<file path="config.mk">
export PLATFORM = sky130hd
export DESIGN_NAME = fht_adc_loader
export DESIGN_NICKNAME = d
export VERILOG_FILES = /design/src/rtl/fht_adc_loader_pkg.sv /design/src/rtl/fht_adc_loader_sat_counter.sv /design/src/rtl/fht_adc_loader.sv
export SDC_FILE = /design/constraint.sdc
export NUM_CORES = 1
export LEC_CHECK = 0
export ABC_CLOCK_PERIOD_IN_PS = 3200
export BUFFER_PORTS_ARGS = -buffer_cell sky130_fd_sc_hd__buf_2
export CAP_MARGIN = 10
export CORE_MARGIN = 2
export CORE_UTILIZATION = 50
export DETAILED_ROUTE_END_ITERATION = 7
export PLACE_DENSITY = 0.77
export SLEW_MARGIN = 20
export SYNTH_ARGS = -nofsm -noshare
export SYNTH_HDL_FRONTEND = slang
export SYNTH_SLANG_ARGS = --single-unit
</file>
<file path="constraint.sdc">
create_clock -name iCLK -period 3.2 [get_ports iCLK]
set_input_delay 0.64 -clock iCLK [delete_from_list [all_inputs] [get_ports iCLK]]
set_output_delay 0.64 -clock iCLK [all_outputs]
set_load 0.03 [all_outputs]
</file>
<file path="src/rtl/fht_adc_loader_pkg.sv">
// Shared types and helpers for the FHT frame loader.
// The state enum, the sample-format conversion and the default frame geometry.
package fht_loader_pkg;

  typedef enum logic [1:0] {
    ST_FILL,
    ST_START,
    ST_WAIT_ACK,
    ST_WAIT_DONE
  } loader_state_t;

  localparam int A_BIT_DFLT = 8;
  localparam int BANK_SIZE  = 2 ** A_BIT_DFLT;
  localparam int FRAME_SIZE = 4 * BANK_SIZE;

  // The integer part lands in the top bits; the fraction is zero-filled.
  function automatic logic [63:0] f_adc_to_fixp(input logic [63:0] sample,
                                                input int          frac_bits);
    return sample << frac_bits;
  endfunction

endpackage

</file>
<file path="src/rtl/fht_adc_loader_sat_counter.sv">
// Saturating up-counter with synchronous clear; used to count dropped samples.
module fht_sat_counter #(
  parameter int W = 16
) (
  input  logic         clk,
  input  logic         clear,
  input  logic         inc,
  output logic [W-1:0] count
);

  always_ff @(posedge clk) begin
    if (clear) begin
      count <= '0;
    end else if (inc && (count != {W{1'b1}})) begin
      count <= count + 1'b1;
    end
  end

endmodule

</file>
<file path="src/rtl/fht_adc_loader.sv">
// Frame loader feeding fht_top: spreads ADC samples row by row over four banks,
// starts the transform once a frame is written and drops samples while busy.
module fht_adc_loader
  import fht_loader_pkg::*;
#(
  parameter int ADC_WIDTH = 16,
  parameter int D_BIT     = 22,
  parameter int A_BIT     = 8,
  parameter int DROP_W    = 16
) (
  input  logic                        iCLK,
  input  logic                        iRESET,
  input  logic                        iADC_VALID,
  input  logic signed [ADC_WIDTH-1:0] iADC_DATA,
  input  logic                        iFHT_RDY,
  output logic [3:0]                  oWE,
  output logic [A_BIT-1:0]            oADDR_WR,
  output logic signed [D_BIT-1:0]     oDATA,
  output logic                        oSTART,
  output logic                        oBUSY,
  output logic                        oDROP,
  output logic [DROP_W-1:0]           oDROP_CNT
);

  localparam int FRAC_W = D_BIT - ADC_WIDTH;

  loader_state_t      state;
  logic [A_BIT+1:0]   frame_cnt;
  logic               drop_now;
  logic signed [D_BIT-1:0] fixp;

  assign drop_now = iADC_VALID && (state != ST_FILL);
  assign fixp     = D_BIT'(f_adc_to_fixp(64'(iADC_DATA), FRAC_W));

  always_ff @(posedge iCLK) begin
    if (iRESET) begin
      state     <= ST_FILL;
      frame_cnt <= '0;
      oWE       <= '0;
      oADDR_WR  <= '0;
      oDATA     <= '0;
      oSTART    <= 1'b0;
      oBUSY     <= 1'b0;
      oDROP     <= 1'b0;
    end else begin
      oWE    <= '0;
      oSTART <= 1'b0;
      oDROP  <= drop_now;
      case (state)
        ST_FILL: begin
          if (iADC_VALID) begin
            oWE       <= 4'b0001 << frame_cnt[1:0];
            oADDR_WR  <= frame_cnt[A_BIT+1:2];
            oDATA     <= fixp;
            frame_cnt <= frame_cnt + 1'b1;
            // Last sample of the frame: the counter wraps and the write retires before oSTART.
            if (&frame_cnt) begin
              state <= ST_START;
              oBUSY <= 1'b1;
            end
          end
        end
        ST_START: begin
          oSTART <= 1'b1;
          state  <= ST_WAIT_ACK;
        end
        ST_WAIT_ACK: begin
          if (!iFHT_RDY) state <= ST_WAIT_DONE;
        end
        ST_WAIT_DONE: begin
          if (iFHT_RDY) begin
            state <= ST_FILL;
            oBUSY <= 1'b0;
          end
        end
        default: state <= ST_FILL;
      endcase
    end
  end

  fht_sat_counter #(
    .W(DROP_W)
  ) u_drop_cnt (
    .clk  (iCLK),
    .clear(iRESET),
    .inc  (drop_now),
    .count(oDROP_CNT)
  );

endmodule

</file>
==> key figures, run 1 <==
Run status
  • Status: finished, final reports clean

Final layout
  • Final nets: 390
  • Fillers: 429
  • Final Cell Area: 3110 um2
  • Area Overhead vs Synth: 22.3%
  • Fraction of layout cells with a size suffix above 1: 24.2%
  • Antenna cells: 0

STA
  • RSZ-0062 raised after global routing: no
  • Max-slew headroom: 37.6%
  • Final Hold Vio Count: 0
  • Max-slew violations: 0
  • Fin crit share: 62.9%
  • Setup ws final: 1.19 ns
  • Worst-case clock skew: 0.00645 ns
  • Worst Tran Pin Value: 0.934 ns
  • WHS: 0.449 ns
  • # setup viols final: 0
  • Final min period: 2.01 ns
  • Max Fclk: 0.497 GHz
  • Setup_tns: 0 ns

Global route
  • Total gr overflow: 0
  • Initial antenna violation count: 0
  • M2 GR Usage: 31.9%
  • GR Util met3: 3.97%
  • Grt met1 use: 23.3%
  • Total global-route track usage: 19.1%
  • First-pass GRT wire length: 8.39 mm
  • Most Crowded Layer GR: met2
  • Largest net degree at the start of global routing: 47
  • Vias in the first global route: 1967

Clock tree
  • Worst-path clk slew: 0.06 ns
  • Post-CTS Resized: 0
  • Clock Path Buffers: 2
  • Clk sink count: 59
  • Post-CTS Setup Bufs: 0
  • CTS root buffer: clkbuf_8
  • H-tree depth: 3
  • Worst skew pair latency: 0.32 ns
  • # hold bufs at CTS: 0
  • CTS tree: yes
  • Total CTS buffers: 9

Critical path
  • Crit path launch type: register
  • Worst setup path class: reg -> reg
  • Data arrival, critical path: 2.26 ns
  • Worst Path Max Fanout: 11
  • CP endpoint kind: register
  • Crit path required time: 3.45 ns

Place
  • Final Wtd Congestion: 0.836
  • Number of port buffers: 66
  • Area after DPL: 2880 um2
  • Hpwl dp: 3.72 mm
  • Worst slack, placed: 1.21 ns

Route
  • ANT nets after route: 0
  • Routed wire length: 5.47 mm
  • DRT iter0 DRCs: 144
  • First-pass detailed-route iteration total: 4
  • Drt wl/cell: 12.6 um
  • Vias: 2290
  • DR vias/cell: 5.26
  • DR DRC count: 0

Floorplan
  • Die ar.: 5680 um2
  • Row cnt: 25
  • Initial Util: 52.8%
  • Chip width: 75.3 um
  • Die Y: 75.3 um
  • Core area: 4820 um2
  • I/O pins: 73

Power and ir drop
  • Peak VDD IR: 0.000329 V
  • Leak: 1.31 nW
  • Pwr Density: 531 nW/um2

Job
  • Max Cap Viol: 0

Logic synthesis
  • Seq/Total Area, Yosys: 46.4%
  • Syn Area/Cell: 8.43 um2
  • Gate Count Post-Synth: 302
  • Synth warnings: 0
  • Number of flops mapped to enable cells by yosys: 0
  • Most used DFF post-synth: dfxtp_1
  • Area of the mapped netlist: 2540 um2
  • FF+latch count, synth: 59
  • Post-synth cell types: 47
  • Async SR Flop Fraction: 0%

Min path
  • Hold Path Class: reg -> reg
[worst max-delay path: stages, from the launching register on]
cell and delay [ns]:
dfxtp_1 0.38, inv_1 0.08, ha_1 0.32, and4b_1 0.42, o211ai_1 0.21, or3_1 0.39, a21oi_1 0.14
[cell usage in the layout (no fill, tap or decap), types with 2 or more instances in the layout]
cell and instances:
inv_1 7, nor4b_1 2, nor2_1 12, nor3_1 10, clkbuf_8 9, bufinv_16 3
a31oi_1 2, mux2i_1 2, or3_1 6, dfxtp_1 59, o31ai_1 4, conb_1 6
nand2_1 64, buf_4 2, nor2b_1 4, xor2_1 3, buf_2 66, nor4_1 2
and3_1 3, ha_1 6, or4_1 4, xnor2_1 5, a21oi_1 38, o21ai_0 6
nand3_1 11, o211ai_1 2, nand4_1 7
[synthesized netlist by cell type, drive strengths merged, types with 2 or more instances]
library cell / number / share of area [%]
a21oi: 38 / 7.5
a31oi: 2 / 0.49
and3: 3 / 0.74
buf: 11 / 2.7
clkbuf: 11 / 1.6
dfxtp: 59 / 46
ha: 6 / 2.9
inv: 7 / 1.0
mux2i: 2 / 0.79
nand2: 64 / 9.4
nand3: 12 / 2.6
nand4: 8 / 2.6
nor2: 12 / 1.8
nor2b: 4 / 0.98
nor3: 10 / 2.0
nor4: 3 / 1.3
nor4b: 2 / 0.69
o211ai: 2 / 0.59
o21ai: 6 / 1.2
o31ai: 4 / 1.2
or2: 2 / 0.49
or3: 7 / 1.9
or4: 4 / 1.2
xnor2: 5 / 1.7
xor2: 3 / 1.0
[state kept, by name (all words and copies together), names as in the netlist]
signal	flops
state	2
u_drop_cnt.count	16
frame_cnt	10
oDATA	16
oWE	4
oSTART	1
oADDR_WR	8
oDROP	1
oBUSY	1
[logic make-up (layout without fill, tap and decap cells)]
family,count (synthesis),count (layout),synth area share [%]
XOR/XNOR,8,8,2.75
flip-flops,59,59,46.4
AND/OR/NAND/NOR,138,138,27.9
multiplexers,2,2,0.787
buffers and inverters,29,90,5.36
AO/OA/AOI/OAI,59,59,13.7
adder cells (fa/ha/maj),6,6,2.95
other,1,6,0.147
[metrics by stage]
| stage | utilization, % | cells | total power, mW |
|---|---|---|---|
| 2_1_floorplan | - | 307 | 0.855 |
| 3_3_place_gp | 59.8 | 420 | 0.882 |
| 3_5_place_dp | 59.8 | 420 | 0.884 |
| 4_1_cts | 64.6 | 435 | 1.67 |
| 5_1_grt | 64.6 | 435 | 1.71 |
| 6_report | 64.6 | 435 | 1.65 |
[area by class of cell]
class	instances	area, um2	share of cell area, %
Multi-Input combinational cell	219	1250	40.0
Sequential cell	59	1180	37.9
Timing Repair Buffer	68	345	11.1
Clock buffer	10	128	4.10
Clock inverter	5	103	3.30
Tap cell	67	83.8	2.69
Inverter	7	26.3	0.844
[where the power goes]
group          internal [mW]  switching, mW
clock                  0.512          0.273
combinational         0.0299         0.0767
sequential             0.750         0.0107
total                   1.29          0.360
[per-layer routing]
layer,wire length (um),vias to the layer above
met5,0,-
met4,42,0
met3,287,5
met2,2690,60
met1,2440,1053
li1,-,1172
[worst paths after layout]
kind | start | end | slack, ns | cells after the start
setup / recovery | state[0] | u_drop_cnt.count[11] | 1.19 | 6
hold / removal | oDATA[15] | oDATA[15] | 0.45 | 2
setup reg to reg | state[0] | u_drop_cnt.count[11] | 1.19 | 6
hold reg to reg | oDATA[15] | oDATA[15] | 0.45 | 2
Power figures use the tool's default switching activity.
==> inputs of run 2 (changes only) <==
--- a/config.mk
+++ b/config.mk
@@ -5,13 +5,14 @@
 export SDC_FILE = /design/constraint.sdc
 export NUM_CORES = 1
 export LEC_CHECK = 0
-export ABC_CLOCK_PERIOD_IN_PS = 3200
+export ABC_AREA = 1
+export ABC_CLOCK_PERIOD_IN_PS = 1700
 export BUFFER_PORTS_ARGS = -buffer_cell sky130_fd_sc_hd__buf_2
 export CAP_MARGIN = 10
 export CORE_MARGIN = 2
-export CORE_UTILIZATION = 50
+export CORE_UTILIZATION = 47
 export DETAILED_ROUTE_END_ITERATION = 7
-export PLACE_DENSITY = 0.77
+export PLACE_DENSITY = 0.76
 export SLEW_MARGIN = 20
 export SYNTH_ARGS = -nofsm -noshare
 export SYNTH_HDL_FRONTEND = slang
==> constraint.sdc (replaced) <==
create_clock -name iCLK -period 1.7 [get_ports iCLK]
set_input_delay 0.34 -clock iCLK [delete_from_list [all_inputs] [get_ports iCLK]]
set_output_delay 0.34 -clock iCLK [all_outputs]
set_load 0.03 [all_outputs]
==> key figures, run 2 <==
Run status
  • Status: finished, final reports clean

Logic synthesis
  • FF+latch count, synth: 59 (unchanged)
  • Number of flops mapped to enable cells by yosys: 0 (unchanged)
  • Most used DFF post-synth: dfxtp_1
  • Simple-gate share of the synthesized area: 27.7% (-0.13 points)
  • Synth warnings: 0 (unchanged)
  • Area of the mapped netlist: 2610 um2 (+2.6%)
  • Syn Area/Cell: 7.33 um2 (-13%)
  • Post-synthesis share of cell area spent on xor and xnor gates: 2.35% (-0.41 points)
  • Seq/Total Area, Yosys: 45.2% (-1.2 points)
  • Adder-Cell Fraction of Synth Area: 2.87% (-0.075 points)
  • Most frequent cells after synthesis: nor2_1, nand2_1, dfxtp_1
  • Most area-consuming cells after synthesis: dfxtp_1, nor2_1, nand2_1
  • Async SR Flop Fraction: 0% (unchanged)
  • Gate Count Post-Synth: 356 (+18%)
  • Area fraction of the dominant cell type after synthesis: 45.2% (-1.2 points)
  • Post-synthesis mux area share: 0% (-0.79 points)
  • Compound-Gate Fraction of Synth Area: 13.3% (-0.44 points)
  • Dominant cell type by area after synthesis: dfxtp_1
  • Largest family of logic cells by synthesized area: simple AND/OR/NAND/NOR gates
  • Count leader, synth: nor2_1
  • Post-synth cell types: 30 (-36%)

Clock tree
  • H-tree depth: 3 (unchanged)
  • Worst skew pair latency: 0.33 ns (about the same)
  • Total CTS buffers: 9 (unchanged)
  • CTS root buffer: clkbuf_8
  • Clk sink count: 59 (unchanged)
  • CTS tree: yes
  • Worst-path clk slew: 0.07 ns (about the same)
  • # hold bufs at CTS: 0 (unchanged)
  • Clock Path Buffers: 2 (unchanged)

Route
  • DRT iter0 DRCs: 100 (-31%)
  • DR DRC count: 0 (unchanged)
  • ANT nets after route: 0 (unchanged)
  • DR vias/cell: 4.76 (-9.6%)
  • First-pass detailed-route iteration total: 4 (unchanged)
  • Vias: 2407 (+5.1%)
  • Routed wire length: 5.58 mm (+2.1%)
  • Drt wl/cell: 11.0 um (-12%)

Power and ir drop
  • Comb power frac: 32.9% (+26 points)
  • Leak: 1.44 nW (+10%)
  • Switching share of power: 37.9% (+16 points)
  • Peak VDD IR: 0.000771 V (+130%)
  • Pwr Density: 1270 nW/um2 (+140%)
  • P_int: 2.53 mW (+96%)
  • Clock power share: 26.0% (-21 points)
  • NetSw: 1.54 mW (+330%)
  • Seq pwr share: 41.2% (-4.8 points)
  • Total power: 4.07 mW (+150%)

Critical path
  • Worst Path Max Fanout: 16 (+5)
  • Worst setup path class: reg -> reg
  • Critical-path cell list: ha_1, nand2_1, nor2_1, nand2_1, nor2_2, nor2_4, buf_12, a21oi_1, nor2_1
  • CP delay by family, top: simple AND/OR/NAND/NOR gates
  • Register-to-register setup slack: 0.14 ns (-1.05 ns)
  • Crit path required time: 1.93 ns (-1.52 ns)
  • Worst reg2reg path depth: 9 (+3)
  • Data arrival, critical path: 1.79 ns (-0.47 ns)
  • Worst reg2reg startpoint: u_drop_cnt.count[0]
  • CP endpoint kind: register
  • Slowest stage delay, CP: 0.38 ns (-0.04 ns)
  • Slowest stage cell on the critical path: dfxtp_1
  • Crit path depth: 9 (+3)
  • FF-to-FF End: u_drop_cnt.count[13]
  • Crit path launch type: register
  • CP bufs+invs: 1 (unchanged)

Global route
  • Total gr overflow: 0 (unchanged)
  • First-pass GRT wire length: 9.53 mm (+14%)
  • Vias in the first global route: 2230 (+13%)
  • Initial antenna violation count: 0 (unchanged)
  • Total global-route track usage: 19.3% (+0.20 points)
  • Largest net degree at the start of global routing: 43 (-8.5%)

Final layout
  • Fraction of layout cells with a size suffix above 1: 23.7% (-0.45 points)
  • Largest regs: oDATA x16, u_drop_cnt.count x16, frame_cnt x10
  • Most frequent cells in the layout: nor2_1, buf_2, nand2_1, dfxtp_1, o21ai_0
  • Final Cell Area: 3200 um2 (+2.9%)
  • Area Overhead vs Synth: 22.7%
  • Antenna cells: 0 (unchanged)
  • Fillers: 528 (+23%)
  • Util after Layout: 58.9% (-5.7 points)
  • Sequential cell area: 1180 um2 (unchanged)
  • Commonest non-fill, non-tap cell in the layout: nor2_1
  • Final nets: 455 (+17%)
  • Multi-input logic area: 1240 um2 (-0.30%)

Place
  • Area after DPL: 3010 um2 (+4.4%)
  • Number of port buffers: 66 (unchanged)
  • Final Wtd Congestion: 0.803 (-3.9%)
  • Hpwl dp: 3.96 mm (+6.6%)

Min path
  • Hold path endpoint: oDATA[20]
  • Hold Path Class: in -> reg
  • Hold depth: 3 (+1)
  • Hold Crit Start: iADC_DATA[14]

Floorplan
  • Initial Util: 48.0% (-4.8 points)
  • Core area: 5440 um2 (+13%)
  • Row cnt: 27 (+8.0%)
  • Die Y: 78.5 um (+4.2%)
  • Chip width: 78.5 um (+4.2%)
  • Die ar.: 6170 um2 (+8.6%)
  • I/O pins: 73 (unchanged)

STA
  • Final Hold Vio Count: 0 (unchanged)
  • Final min period: 1.56 ns (-0.451 ns)
  • Max-slew violations: 0 (unchanged)
  • Fin crit share: 91.8% (+29 points)
  • Worst-case clock skew: 0.00961 ns (+0.00316 ns)
  • # setup viols final: 0 (unchanged)
  • Max Fclk: 0.641 GHz (+29%)
  • WHS: 0.248 ns (-0.201 ns)
  • RSZ-0062 raised after global routing: no
  • Setup_tns: 0 ns (unchanged)

Job
  • Max Cap Viol: 0 (unchanged)
[run 2: changes by cell type after synthesis, sizes merged, moves of 4 or more]
cell	change
inv	+23
nor2	+65
or4	-4
nand4	-5
nor3	-8
o21ai	+28
a21oi	-9
nor2b	-4
or3	-7
[run 2: routing by layer]
metal  vias to the layer above  global-route usage [%]  part of all wire, %
met1                      1065                    22.4                   46
li1                       1271                       -                    -
met5                         -                       0                    0
met4                         0                    11.2                  2.5
met3                        15                    3.79                  4.4
met2                        56                    33.0                   47
[run 2: how the worst max path moves through the flow]
stage               slack, ns                 from                    to
global route             0.01  u_drop_cnt.count[0]   u_drop_cnt.count[0]
detailed placement       0.07             state[0]          frame_cnt[9]
floorplan                0.05  u_drop_cnt.count[0]   u_drop_cnt.count[0]
finish                   0.14  u_drop_cnt.count[0]  u_drop_cnt.count[13]
global placement         0.14             state[0]          frame_cnt[9]
CTS                      0.05             state[0]          frame_cnt[9]
[run 2: worst min-delay path, delay by kind of cell]
family | cells | cell delay (ns)
buffers and inverters | 1 | 0.07
AOI/OAI and AO/OA | 1 | 0.07
and+or+nand+nor | 1 | 0.07
[run 2: kinds of logic (layout without fill, tap and decap cells)]
logic type | count (synthesis) | after routing
flops | 59 | 59
fa+ha+maj | 6 | 6
simple gates | 168 | 168
xor+xnor | 7 | 7
buf+inv | 49 | 122
compound gates | 66 | 66
other cells | 1 | 6
[run 2: metrics by stage]
step	std cells	setup WS (ns)
final	506	0.139
after global routing	506	0.0143
after CTS	505	0.0504
after detailed placement	489	0.0656
after global placement	489	0.139
after floorplan	361	0.0486
[run 2: power groups by stage]
stage	clock, mW	combinational (mW)	sequential [mW]
after global placement	0	1.26	1.70
after detailed placement	0	1.29	1.70
after floorplan	0	0.637	2.01
after global routing	1.15	1.48	1.70
after CTS	1.08	1.29	1.68
final	1.06	1.34	1.68
[run 2: what timing repair did]
action	in CTS	in global routing
setup endpoints to repair	0	19
gates resized for setup	0	3
endpoints found under the hold margin	0	0
setup buffers	0	1
[run 2: final cells by class]
| cell class | count | share of cell area (%) |
|---|---|---|
| timing repair buffer | 75 | 12.8 |
| tap | 72 | 2.81 |
| inverter | 31 | 3.67 |
| clock inverter | 5 | 0.938 |
| multi-input combinational | 253 | 38.8 |
| clock buffer | 11 | 4.10 |
| sequential | 59 | 36.9 |
==> inputs of run 3 (changes only) <==
--- a/config.mk
+++ b/config.mk
@@ -5,14 +5,13 @@
 export SDC_FILE = /design/constraint.sdc
 export NUM_CORES = 1
 export LEC_CHECK = 0
-export ABC_AREA = 1
 export ABC_CLOCK_PERIOD_IN_PS = 1700
 export BUFFER_PORTS_ARGS = -buffer_cell sky130_fd_sc_hd__buf_2
 export CAP_MARGIN = 10
 export CORE_MARGIN = 2
-export CORE_UTILIZATION = 47
+export CORE_UTILIZATION = 46
 export DETAILED_ROUTE_END_ITERATION = 7
-export PLACE_DENSITY = 0.76
+export PLACE_DENSITY = 0.75
 export SLEW_MARGIN = 20
 export SYNTH_ARGS = -nofsm -noshare
 export SYNTH_HDL_FRONTEND = slang
==> key figures, run 3 (same netlist as run 1, synthesis figures left out) <==
Floorplan
  • Chip width: 78.4 um (-0.20%)
  • Core area: 5440 um2 (unchanged)
  • Initial Util: 46.8% (-1.2 points)
  • I/O pins: 73 (unchanged)
  • Die Y: 78.4 um (-0.20%)
  • Row cnt: 27 (unchanged)
  • Die ar.: 6140 um2 (-0.39%)

Critical path
  • Register-to-register setup slack: -0.02 ns (-0.16 ns)
  • FF-to-FF End: u_drop_cnt.count[12]
  • Worst reg2reg path depth: 6 (-3)
  • Worst setup path class: reg -> reg
  • Crit path launch type: register
  • CP endpoint kind: register
  • Worst Path Max Fanout: 5 (-11)
  • Data arrival, critical path: 1.98 ns (+0.19 ns)
  • Worst reg2reg startpoint: state[1]
  • Crit path required time: 1.96 ns (+0.03 ns)

STA
  • Setup ws final: -0.0242 ns (-0.163 ns)
  • # setup viols final: 1 (+1)
  • Worst-case clock skew: 0.00418 ns (-0.00543 ns)
  • Fin crit share: 101% (+9.6 points)
  • Final Hold Vio Count: 0 (unchanged)
  • Max-slew violations: 0 (unchanged)
  • RSZ-0062 raised after global routing: yes
  • Max Fclk: 0.580 GHz (-9.5%)
  • Final min period: 1.72 ns (+0.163 ns)
  • Setup_tns: -0.0242 ns (-0.0242 ns)

Power and ir drop
  • Peak VDD IR: 0.000561 V (-27%)
  • Switching share of power: 23.6% (-14 points)
  • Seq pwr share: 47.8% (+6.6 points)
  • Pwr Density: 874 nW/um2 (-31%)
  • P_int: 2.28 mW (-10%)
  • Clock power share: 44.4% (+18 points)
  • NetSw: 0.704 mW (-54%)
  • Comb power frac: 7.8% (-25 points)
  • Leak: 1.48 nW (+2.7%)

Route
  • DR vias/cell: 5.16 (+8.4%)
  • First-pass detailed-route iteration total: 7 (+3)
  • Routed wire length: 6.00 mm (+7.4%)
  • DR DRC count: 0 (unchanged)
  • Vias: 2440 (+1.4%)
  • DRT iter0 DRCs: 111 (+11%)
  • Drt wl/cell: 12.7 um (+15%)
  • ANT nets after route: 0 (unchanged)

Clock tree
  • Clk sink count: 59 (unchanged)
  • Total CTS buffers: 9 (unchanged)
  • H-tree depth: 3 (unchanged)
  • Clock Path Buffers: 2 (unchanged)
  • CTS tree: yes
  • Worst-path clk slew: 0.07 ns (about the same)
  • Worst skew pair latency: 0.32 ns (about the same)
  • CTS root buffer: clkbuf_8
  • # hold bufs at CTS: 0 (unchanged)

Final layout
  • Final nets: 422 (-7.3%)
  • Commonest non-fill, non-tap cell in the layout: buf_2
  • Area Overhead vs Synth: 34.1%
  • Fillers: 477 (-9.7%)
  • Fraction of layout cells with a size suffix above 1: 35.9% (+12 points)
  • Largest regs: oDATA x16, u_drop_cnt.count x16, frame_cnt x10
  • Most frequent cells in the layout: buf_2, nand2_1, dfxtp_1, a21oi_1, buf_4
  • Antenna cells: 0 (unchanged)

Run status
  • Violated checks: setup timing
  • Status: complete, but fails checks

Place
  • Worst slack, placed: -0.0381 ns (-0.104 ns)
  • Number of port buffers: 66 (unchanged)
  • Hpwl dp: 4.15 mm (+4.6%)
  • Final Wtd Congestion: 0.841 (+4.7%)

Global route
  • Largest net degree at the start of global routing: 25 (-42%)
  • Initial antenna violation count: 0 (unchanged)
  • First-pass GRT wire length: 10.1 mm (+6.5%)
  • Vias in the first global route: 2278 (+2.2%)
  • Total gr overflow: 0 (unchanged)
  • Total global-route track usage: 20.8% (+1.4 points)

Min path
  • Hold Crit Start: iADC_DATA[10]
  • Hold Path Class: in -> reg
  • Hold path endpoint: oDATA[16]
  • Hold depth: 3 (unchanged)

Job
  • Max Cap Viol: 0 (unchanged)
## run 3: cell count changes in the layout (fill, tap and decap cells not counted), sizes merged, moves of 5 or more
cell / change
nor2: -65
o21ai: -28
buf: +25
inv: -23
a21oi: +9
nor3: +8
or3: +7
nand4: +5
## run 3: power groups by stage
stage / clock network (mW) / logic, mW / registers (mW)
after CTS: 1.36 / 0.232 / 1.42
after global placement: 0 / 0.228 / 1.45
after detailed placement: 0 / 0.232 / 1.46
final: 1.32 / 0.233 / 1.43
after floorplan: 0 / 0.104 / 1.51
after global routing: 1.43 / 0.255 / 1.43
## run 3: routing by layer
| metal | GRT usage, % | share of wire (%) | vias up |
|---|---|---|---|
| li1 | - | - | 1231 |
| met1 | 26.8 | 46 | 1127 |
| met2 | 32.1 | 47 | 74 |
| met3 | 5.40 | 6.1 | 8 |
| met4 | 10.5 | 1.2 | 0 |
| met5 | 0 | 0 | - |
## run 3: critical path: stages, from the launching register on
cell and delay, ns:
dfxtp_2 0.35, inv_2 0.05, ha_4 0.15, and3b_2 0.27, o211ai_1 0.17, or4_1 0.54
a21oi_1 0.12
## run 3: area by class of cell
class	instances	area, um2	area share (%)
clock inverter	4	47.5	1.39
multi-input combinational	219	1290	37.9
sequential	59	1190	34.9
clock buffer	12	165	4.84
timing repair buffer	100	598	17.5
tap	72	90.1	2.64
inverter	7	26.3	0.770
## run 3: worst max-delay path by stage
stage / start / to / slack [ns] / cells after the start
floorplan: u_drop_cnt.count[6] / u_drop_cnt.count[14] / 0.005 / 4
global placement: state[1] / u_drop_cnt.count[11] / 0.04 / 6
detailed placement: state[1] / u_drop_cnt.count[11] / -0.04 / 6
CTS: state[1] / u_drop_cnt.count[15] / 0.003 / 6
global route: state[1] / u_drop_cnt.count[12] / -0.11 / 6
finish: state[1] / u_drop_cnt.count[12] / -0.02 / 6
## run 3: repair_timing
| item | CTS | global route |
|---|---|---|
| cloned | 0 | 0 |
| gates resized for setup | 1 | 12 |
| setup buffers | 4 | 5 |
| pin swaps | 0 | 5 |
| setup endpoints to repair | 4 | 18 |
## run 3: metrics by stage
| step | utilization [%] | std cells | area (um2) | power, mW | hold WS (ns) |
|---|---|---|---|---|---|
| after floorplan | - | 307 | 2580 | 1.61 | 0.453 |
| after global placement | 56.8 | 448 | 3090 | 1.68 | 0.438 |
| after detailed placement | 56.8 | 448 | 3090 | 1.69 | 0.443 |
| after CTS | 61.3 | 468 | 3330 | 3.01 | 0.230 |
| after global routing | 62.8 | 473 | 3410 | 3.11 | 0.239 |
| final | 62.8 | 473 | 3410 | 2.98 | 0.249 |
